### src/rtl/mempool_tcdm_link_buffer.sv
// Multi-channel elastic buffer for TCDM request/response links.
// Every channel has its own request FIFO, response FIFO and outstanding-credit
// counter, so the response FIFO of a channel cannot be overrun when
// MaxOutstanding <= RespDepth. Channels share no state.
module mempool_tcdm_link_buffer #(
  parameter int unsigned NumChannels    = 4,
  parameter int unsigned ReqWidth       = 64,
  parameter int unsigned RespWidth      = 40,
  parameter int unsigned ReqDepth       = 2,
  parameter int unsigned RespDepth      = 2,
  parameter bit          ReqFallThrough = 1'b0,
  parameter int unsigned MaxOutstanding = 4,
  localparam int unsigned OutW          = $clog2(MaxOutstanding + 1)
) (
  input  logic                                  clk_i,
  input  logic                                  rst_i,
  input  logic [NumChannels-1:0][ReqWidth-1:0]  req_i,
  input  logic [NumChannels-1:0]                req_valid_i,
  output logic [NumChannels-1:0]                req_ready_o,
  output logic [NumChannels-1:0][ReqWidth-1:0]  req_o,
  output logic [NumChannels-1:0]                req_valid_o,
  input  logic [NumChannels-1:0]                req_ready_i,
  input  logic [NumChannels-1:0][RespWidth-1:0] resp_i,
  input  logic [NumChannels-1:0]                resp_valid_i,
  output logic [NumChannels-1:0]                resp_ready_o,
  output logic [NumChannels-1:0][RespWidth-1:0] resp_o,
  output logic [NumChannels-1:0]                resp_valid_o,
  input  logic [NumChannels-1:0]                resp_ready_i,
  output logic [NumChannels-1:0][OutW-1:0]      outstanding_o
);

  localparam logic [OutW-1:0] MaxOutC = OutW'(MaxOutstanding);
  localparam int unsigned SPtrW = (RespDepth > 1) ? $clog2(RespDepth) : 1;
  localparam int unsigned SCntW = $clog2(RespDepth + 1);

  if (RespDepth < 1) begin : gen_bad_resp_depth
    $error("RespDepth must be at least 1");
  end
  if (MaxOutstanding < 1) begin : gen_bad_max_outstanding
    $error("MaxOutstanding must be at least 1");
  end

  for (genvar g = 0; g < NumChannels; g++) begin : gen_ch

    logic            creditOk;
    logic            reqAcc;
    logic            respAcc;
    logic [OutW-1:0] outCnt_q, outCnt_d;

    // A new request may only enter while this channel still has credit left.
    assign creditOk = (outCnt_q < MaxOutC);
    assign reqAcc   = req_valid_i[g] && req_ready_o[g];
    assign respAcc  = resp_valid_o[g] && resp_ready_i[g];
    assign outstanding_o[g] = outCnt_q;

    // Credit counter: up on request accept, down on response delivery, clamped at zero.
    always_comb begin
      outCnt_d = outCnt_q;
      if (reqAcc && !respAcc) begin
        outCnt_d = outCnt_q + OutW'(1);
      end else if (respAcc && !reqAcc && (outCnt_q != '0)) begin
        outCnt_d = outCnt_q - OutW'(1);
      end
    end

    // Credit counter register.
    always_ff @(posedge clk_i) begin
      if (rst_i) begin
        outCnt_q <= '0;
      end else begin
        outCnt_q <= outCnt_d;
      end
    end

    // A response delivered with no request in flight means the responder misbehaved.
    assert property (@(posedge clk_i) disable iff (rst_i) !(respAcc && (outCnt_q == '0)))
      else $error("channel %0d: response delivered with no outstanding request", g);

    // ---------------- request path ----------------
    if (ReqDepth == 0) begin : gen_req_pass
      assign req_o[g]       = req_i[g];
      assign req_valid_o[g] = req_valid_i[g] && creditOk;
      assign req_ready_o[g] = req_ready_i[g] && creditOk;
    end else begin : gen_req_fifo
      localparam int unsigned RPtrW = (ReqDepth > 1) ? $clog2(ReqDepth) : 1;
      localparam int unsigned RCntW = $clog2(ReqDepth + 1);

      logic [ReqWidth-1:0] reqMem_q [ReqDepth];
      logic [RPtrW-1:0]    reqWr_q, reqRd_q, reqWrNext, reqRdNext;
      logic [RCntW-1:0]    reqCnt_q, reqCnt_d;
      logic                reqEmpty, reqFull, reqStore, reqPop;

      assign reqEmpty  = (reqCnt_q == '0);
      assign reqFull   = (reqCnt_q == RCntW'(ReqDepth));
      assign reqWrNext = (reqWr_q == RPtrW'(ReqDepth - 1)) ? '0 : reqWr_q + RPtrW'(1);
      assign reqRdNext = (reqRd_q == RPtrW'(ReqDepth - 1)) ? '0 : reqRd_q + RPtrW'(1);

      // Readiness never looks at the downstream ready, so a full FIFO blocks a push even on a pop.
      assign req_ready_o[g] = !reqFull && creditOk;
      assign reqPop         = !reqEmpty && req_ready_i[g];

      if (ReqFallThrough) begin : gen_ft
        // When empty the incoming request is forwarded directly and only stored if not taken.
        assign req_valid_o[g] = reqEmpty ? (req_valid_i[g] && creditOk) : 1'b1;
        assign req_o[g]       = reqEmpty ? req_i[g] : reqMem_q[reqRd_q];
        assign reqStore       = reqAcc && !(reqEmpty && req_ready_i[g]);
      end else begin : gen_reg
        assign req_valid_o[g] = !reqEmpty;
        assign req_o[g]       = reqMem_q[reqRd_q];
        assign reqStore       = reqAcc;
      end

      // Request occupancy: simultaneous store and pop leave it unchanged.
      always_comb begin
        reqCnt_d = reqCnt_q;
        if (reqStore && !reqPop) begin
          reqCnt_d = reqCnt_q + RCntW'(1);
        end else if (reqPop && !reqStore) begin
          reqCnt_d = reqCnt_q - RCntW'(1);
        end
      end

      // Request storage and pointers; storage is cleared so req_o reads zero after reset.
      always_ff @(posedge clk_i) begin
        if (rst_i) begin
          reqCnt_q <= '0;
          reqWr_q  <= '0;
          reqRd_q  <= '0;
          for (int i = 0; i < ReqDepth; i++) begin
            reqMem_q[i] <= '0;
          end
        end else begin
          if (reqStore) begin
            reqMem_q[reqWr_q] <= req_i[g];
            reqWr_q           <= reqWrNext;
          end
          if (reqPop) begin
            reqRd_q <= reqRdNext;
          end
          reqCnt_q <= reqCnt_d;
        end
      end
    end

    // ---------------- response path ----------------
    logic [RespWidth-1:0] respMem_q [RespDepth];
    logic [SPtrW-1:0]     respWr_q, respRd_q, respWrNext, respRdNext;
    logic [SCntW-1:0]     respCnt_q, respCnt_d;
    logic                 respEmpty, respFull, respPush, respPop;

    assign respEmpty  = (respCnt_q == '0);
    assign respFull   = (respCnt_q == SCntW'(RespDepth));
    assign respWrNext = (respWr_q == SPtrW'(RespDepth - 1)) ? '0 : respWr_q + SPtrW'(1);
    assign respRdNext = (respRd_q == SPtrW'(RespDepth - 1)) ? '0 : respRd_q + SPtrW'(1);

    assign resp_ready_o[g] = !respFull;
    assign resp_valid_o[g] = !respEmpty;
    assign resp_o[g]       = respMem_q[respRd_q];
    assign respPush        = resp_valid_i[g] && !respFull;
    assign respPop         = respAcc;

    // Response occupancy: simultaneous push and pop leave it unchanged.
    always_comb begin
      respCnt_d = respCnt_q;
      if (respPush && !respPop) begin
        respCnt_d = respCnt_q + SCntW'(1);
      end else if (respPop && !respPush) begin
        respCnt_d = respCnt_q - SCntW'(1);
      end
    end

    // Response storage and pointers; always registered, so latency is one cycle.
    always_ff @(posedge clk_i) begin
      if (rst_i) begin
        respCnt_q <= '0;
        respWr_q  <= '0;
        respRd_q  <= '0;
        for (int i = 0; i < RespDepth; i++) begin
          respMem_q[i] <= '0;
        end
      end else begin
        if (respPush) begin
          respMem_q[respWr_q] <= resp_i[g];
          respWr_q            <= respWrNext;
        end
        if (respPop) begin
          respRd_q <= respRdNext;
        end
        respCnt_q <= respCnt_d;
      end
    end
  end

endmodule
### config.mk
export PLATFORM = sky130hd
export DESIGN_NAME = mempool_tcdm_link_buffer
export DESIGN_NICKNAME = d
export VERILOG_FILES = /design/src/rtl/mempool_tcdm_link_buffer.sv
export SDC_FILE = /design/constraint.sdc
export NUM_CORES = 1
export LEC_CHECK = 0
export BUFFER_PORTS_ARGS = -buffer_cell sky130_fd_sc_hd__buf_2
export CAP_MARGIN = 15
export CORE_AREA = 5 5 338 340
export CTS_BUF_LIST = sky130_fd_sc_hd__clkbuf_8
export DETAILED_ROUTE_END_ITERATION = 8
export DIE_AREA = 0 0 343 345
export GPL_TIMING_DRIVEN = 1
export PLACE_DENSITY = 0.64
export SLEW_MARGIN = 15
export SYNTH_ARGS = -nofsm -noshare
export SYNTH_HDL_FRONTEND = slang
export SYNTH_SLANG_ARGS = --single-unit
### constraint.sdc
create_clock -name clk_i -period 5.6 [get_ports clk_i]
set_input_delay 1.12 -clock clk_i [delete_from_list [all_inputs] [get_ports clk_i]]
set_output_delay 1.12 -clock clk_i [all_outputs]
set_load 0.005 [all_outputs]
=== Word-level counts from Yosys, hierarchy flattened ===
Memory sizes are Yosys's and may differ from the RTL's. A register that Yosys moved wholly into a read port is not among the register bits.
Index checks and enable logic that the tools add are counted.

* Flip-flop bits (word level): 44
* Bits in latches: 0
* RAM bits: 832
* ROM bits: 0
* Bits of input ports: 434
* Output and inout port bits: 444
* Word-level logic and storage cells: 306
* Memories kept: 8

* Add/subtract/negate cells: 40
* Multiply operators: 0
* Divide/modulo/power cells: 0
* $lt $le $gt $ge: 4
* Equal/unequal tests: 8
* Shifts and indexed selects: 0
* Muxes and demuxes: 106
* Bitwise gates (word level): 0
* Reductions and logical operators: 112

{| class="wikitable"
|+ Memory list
! name !! words !! bits a word !! rd ports !! clocked after Yosys merged registers in !! wr ports !! line !! text
|-
| gen_ch[0].gen_req_fifo.reqMem_q || 2 || 64 || 1 || 1 || 2 || 88 || <nowiki>logic [ReqWidth-1:0] reqMem_q [ReqDepth];</nowiki>
|-
| gen_ch[1].gen_req_fifo.reqMem_q || 2 || 64 || 1 || 1 || 2 || 88 ||
|-
| gen_ch[2].gen_req_fifo.reqMem_q || 2 || 64 || 1 || 1 || 2 || 88 ||
|-
| gen_ch[3].gen_req_fifo.reqMem_q || 2 || 64 || 1 || 1 || 2 || 88 ||
|-
| gen_ch[0].respMem_q || 2 || 40 || 1 || 1 || 2 || 146 || <nowiki>logic [RespWidth-1:0] respMem_q [RespDepth];</nowiki>
|-
| gen_ch[1].respMem_q || 2 || 40 || 1 || 1 || 2 || 146 ||
|-
| +2 memories || - || - || - || - || - || - ||
|}

{| class="wikitable"
|+ Operators with widths
! cell !! number
|-
| $mux W64 || 4
|-
| $reduce_or A64 Y1 || 4
|-
| $mux W40 || 4
|-
| $reduce_or A40 Y1 || 4
|-
| $mux W1 || 74
|-
| $logic_and A1 B1 Y1 || 48
|-
| $logic_not A1 Y1 || 32
|-
| $mux W2 || 16
|-
| $mux W3 || 8
|-
| $reduce_bool A2 Y1 || 12
|-
| $add A1 B1 Y1 const B || 16
|-
| $add A2 B1 Y2 const B || 8
|-
| $eq A2 B2 Y1 const B || 8
|-
| $logic_not A2 Y1 || 8
|-
| $sub A2 B1 Y2 const B || 8
|-
| $add A3 B1 Y3 const B || 4
|-
| $lt A3 B3 Y1 const B || 4
|-
| $reduce_bool A3 Y1 || 4
|-
| $sub A3 B1 Y3 const B || 4
|}

=== Longest topological paths before layout ===
* Word-level depth: 9
* Gate-level depth with buffers: 7

=== Worst setup path before layout ===
No wires, ideal clock.

* Path kind: in2reg
* Start: input req_valid_i[0]
* End: memory gen_ch[0].gen_req_fifo.reqMem_q[0][0], enable pin
* Arrival time: 4.381 ns
* Path slack: 0.720 ns
* Stages: 3
* Cell sequence: nor2b_2 nand2_4 o21bai_1

{| class="wikitable"
|+ RTL lines
! item !! line !! text
|-
| from (decl) || 18 || <nowiki>input logic [NumChannels-1:0] req_valid_i,</nowiki>
|-
| to (decl) || 88 ||
|}

==> reports/metrics.yaml <==
flow_run:
  cap_violations: 0
timing:
  fin_crit_sh_pct: 70.8
  finalSetupViolations: 0
  hold_viol: 0
  tightest_slew_ns: 1.05
  clock_skew_ns: 0.0346
  rsz0062_at_grt: "no"
  timing.setup.tns_ns: 0
  post-route-min-period_ns: 3.97
  slew_viol_final: 0
  slew_headroom_pct: 29.8
  fin_ws_ns: 1.63
  whs_ns: 0.505
  max_freq_ghz: 0.252
logic_synthesis:
  syn_nets: 2971
  synth_area_um2: 38400
  synthCells: 2525
  synth-seq-cells: 884
  synth_seq_area_share_pct: 67.9
  synthArstFlopShare_pct: 0
  synth_edf_count: 832
  yosys_warnings: 0
  synth_cell_types: 40
  synthFlopType: "edfxtp_1"
  syn_area_per_cell_um2: 15.2
clock_network:
  clkTransAtPathRegs_ns: 0.06
  cts_buffer_depth: 3
  post_cts_resized: 0
  clk_latency_ns: 0.79
  cts_setup_buffers: 0
  cts_buffers: 151
  holdBufCountCts: 0
  cts.sinks: 884
  root_buffer: "clkbuf_8"
  cts_tree: "done"
  cts_htree_levels: 4
die:
  ios: 878
  rows: 123
  die_h_um: 345
  die_width_um: 343
  initial_core_util_pct: 34.5
  die-area_um2: 118000
  design.core.area_um2: 111000
pwr:
  leakage_nw: 19.8
  ir_drop_mv: 0.241
  p_int_w: 0.0142
  p_comb_share_pct: 27.0
  seq_power_share_pct: 46.6
  power_switching_w: 0.00613
  switching_share_pct: 30.2
  p_per_area_nw_per_um2: 429
  p_clk_share_pct: 26.3
global_route:
  gr-total-overflow: 0
  grt_max_degree: 66
  grt_pass1_vias: 24000
  grtUsageTotal_pct: 16.6
  grt_antenna_before_repair: 39
  grt_first_pass_wirelength_mm: 149
critical_path:
  required_ns: 4.48
  crit_path_end_kind: "output pin"
  worst-path-max-fanout: 37
  cp.arrival_ns: 2.85
  path_cells: "buf_4 > mux2_2 > buf_2"
  slowest_delay_ns: 0.98
  startpoint_type: "flop"
  path_class: "flop to output pin"
  crit_slowest_cell: "dfxtp_2"
route:
  drt-met1-wl_mm: 37.5
  first_iter_violations: 1186
  dr.pass1.iters: 5
  drc: 0
  wl_per_cell_um: 19.9
  antenna_left: 0
  dr_wl_met3_mm: 9.15
  vias: 23100
  top_layer: "met5"
  viasPerCell: 4.53
  met2_length_mm: 51.4
  finalWirelength_mm: 101
layout:
  layout_common_cells: "876 x buf_2, 832 x and2_1, 832 x edfxtp_1"
  layout-drive-gt1-share_pct: 44.6
  nNetsFinal: 3898
  areaGrowthSynthToFinish_pct: 23.2
  fillCellCount: 10300
  final_common_cell: "buf_2"
  layoutNonFillerInstCount: 5095
worst_hold_path:
  holdCritPathClass: "flop to flop"
place:
  gp_congestion: 0.839
  io_buffers: 877
  pre_cts_ws_ns: 1.88
  place_inst: 4799
  post-dp-hpwl_mm: 70.7
outcome:
  status: "finished, final reports clean"
[flip-flops by register name (all words and copies together) (netlist names), named ones only]
signal,flops
gen_ch.gen_req_fifo.reqMem_q,512
gen_ch.respMem_q,320
gen_ch.outCnt_q,12
gen_ch.gen_req_fifo.reqCnt_q,8
gen_ch.respCnt_q,8
gen_ch.gen_req_fifo.reqRd_q,4
gen_ch.gen_req_fifo.reqWr_q,4
gen_ch.respRd_q,4
gen_ch.respWr_q,4
[power groups by stage]
stage	Sequential, W	Combinational, W	Clock [W]
6_report	0.00946	0.00548	0.00534
5_1_grt	0.00962	0.00599	0.00583
4_1_cts	0.00950	0.00562	0.00556
3_5_place_dp	0.00962	0.00558	0
3_3_place_gp	0.00957	0.00556	0
2_1_floorplan	0.00922	0.00328	0
[cell usage after synthesis, types with 8 or more instances]
cell,count,share of area (%)
mux2_2,416,12
o21ai_0,24,0.31
or3_1,8,0.13
nor3_4,8,0.34
ha_1,8,0.26
or2_2,16,0.26
o21bai_1,8,0.16
buf_2,29,0.38
dfxtp_1,52,2.7
nand2_1,8,0.078
nor3_1,13,0.17
and2_1,832,14
nor2_1,36,0.35
clkbuf_1,52,0.51
inv_1,13,0.13
xor2_1,24,0.55
a21oi_1,12,0.16
xnor2_1,8,0.18
clkbuf_2,36,0.47
buf_1,14,0.14
edfxtp_1,832,65
[layer usage]
metal,vias up,GRT usage [%]
met3,206,6.12
li1,10900,-
met5,-,0
met2,770,29.0
met4,26,6.26
met1,11200,18.5
[cell type report]
class | count | area, um^2 | area share [%]
repair buffers | 911 | 4670 | 9.89
clock inverters | 113 | 583 | 1.23
well taps | 1500 | 1880 | 3.97
diodes | 25 | 62.6 | 0.132
inverters | 16 | 60.1 | 0.127
flip-flops and latches | 884 | 26000 | 55.1
multi-input cells | 1488 | 11800 | 24.9
clock buffers | 158 | 2170 | 4.60
[path summary, 6_finish.rpt]
| path | from | endpoint | slack, ns | depth (start not counted) |
|---|---|---|---|---|
| worst min-delay path | gen_ch[2].gen_req_fifo.reqRd_q | gen_ch[2].gen_req_fifo.reqRd_q | 0.50 | 2 |
| worst min register to register | gen_ch[2].gen_req_fifo.reqRd_q | gen_ch[2].gen_req_fifo.reqRd_q | 0.50 | 2 |
| worst max register to register | gen_ch[0].gen_req_fifo.reqCnt_q[0] | gen_ch[0].gen_req_fifo.reqMem_q[1][35] | 2.75 | 6 |
| worst max-delay path | flop | req_o[46] | 1.63 | 3 |
[stage by stage]
stage	cell area, um^2	power [W]	util (%)
2_1_floorplan	38400	0.0125	-
3_3_place_gp	44400	0.0151	39.9
3_5_place_dp	44400	0.0152	39.9
4_1_cts	47200	0.0207	42.4
5_1_grt	47200	0.0214	42.4
6_report	47200	0.0203	42.5
[kinds of logic after synthesis]
kind of cell	count (synthesis)	share of synthesized area, %
XOR/XNOR	32	0.731
AND/OR/NAND/NOR	972	16.1
adder cells (fa/ha/maj)	12	0.470
multiplexers	416	12.2
flip-flops	884	67.9
AO/OA/AOI/OAI	56	0.861
buffers and inverters	153	1.79
[worst max-delay path, delay by kind of cell, from the launching register on]
family   cells  cell delay (ns)
flops        1             0.98
buf+inv      2             0.67
mux          1             0.40
(Power assumes the default switching activity.)
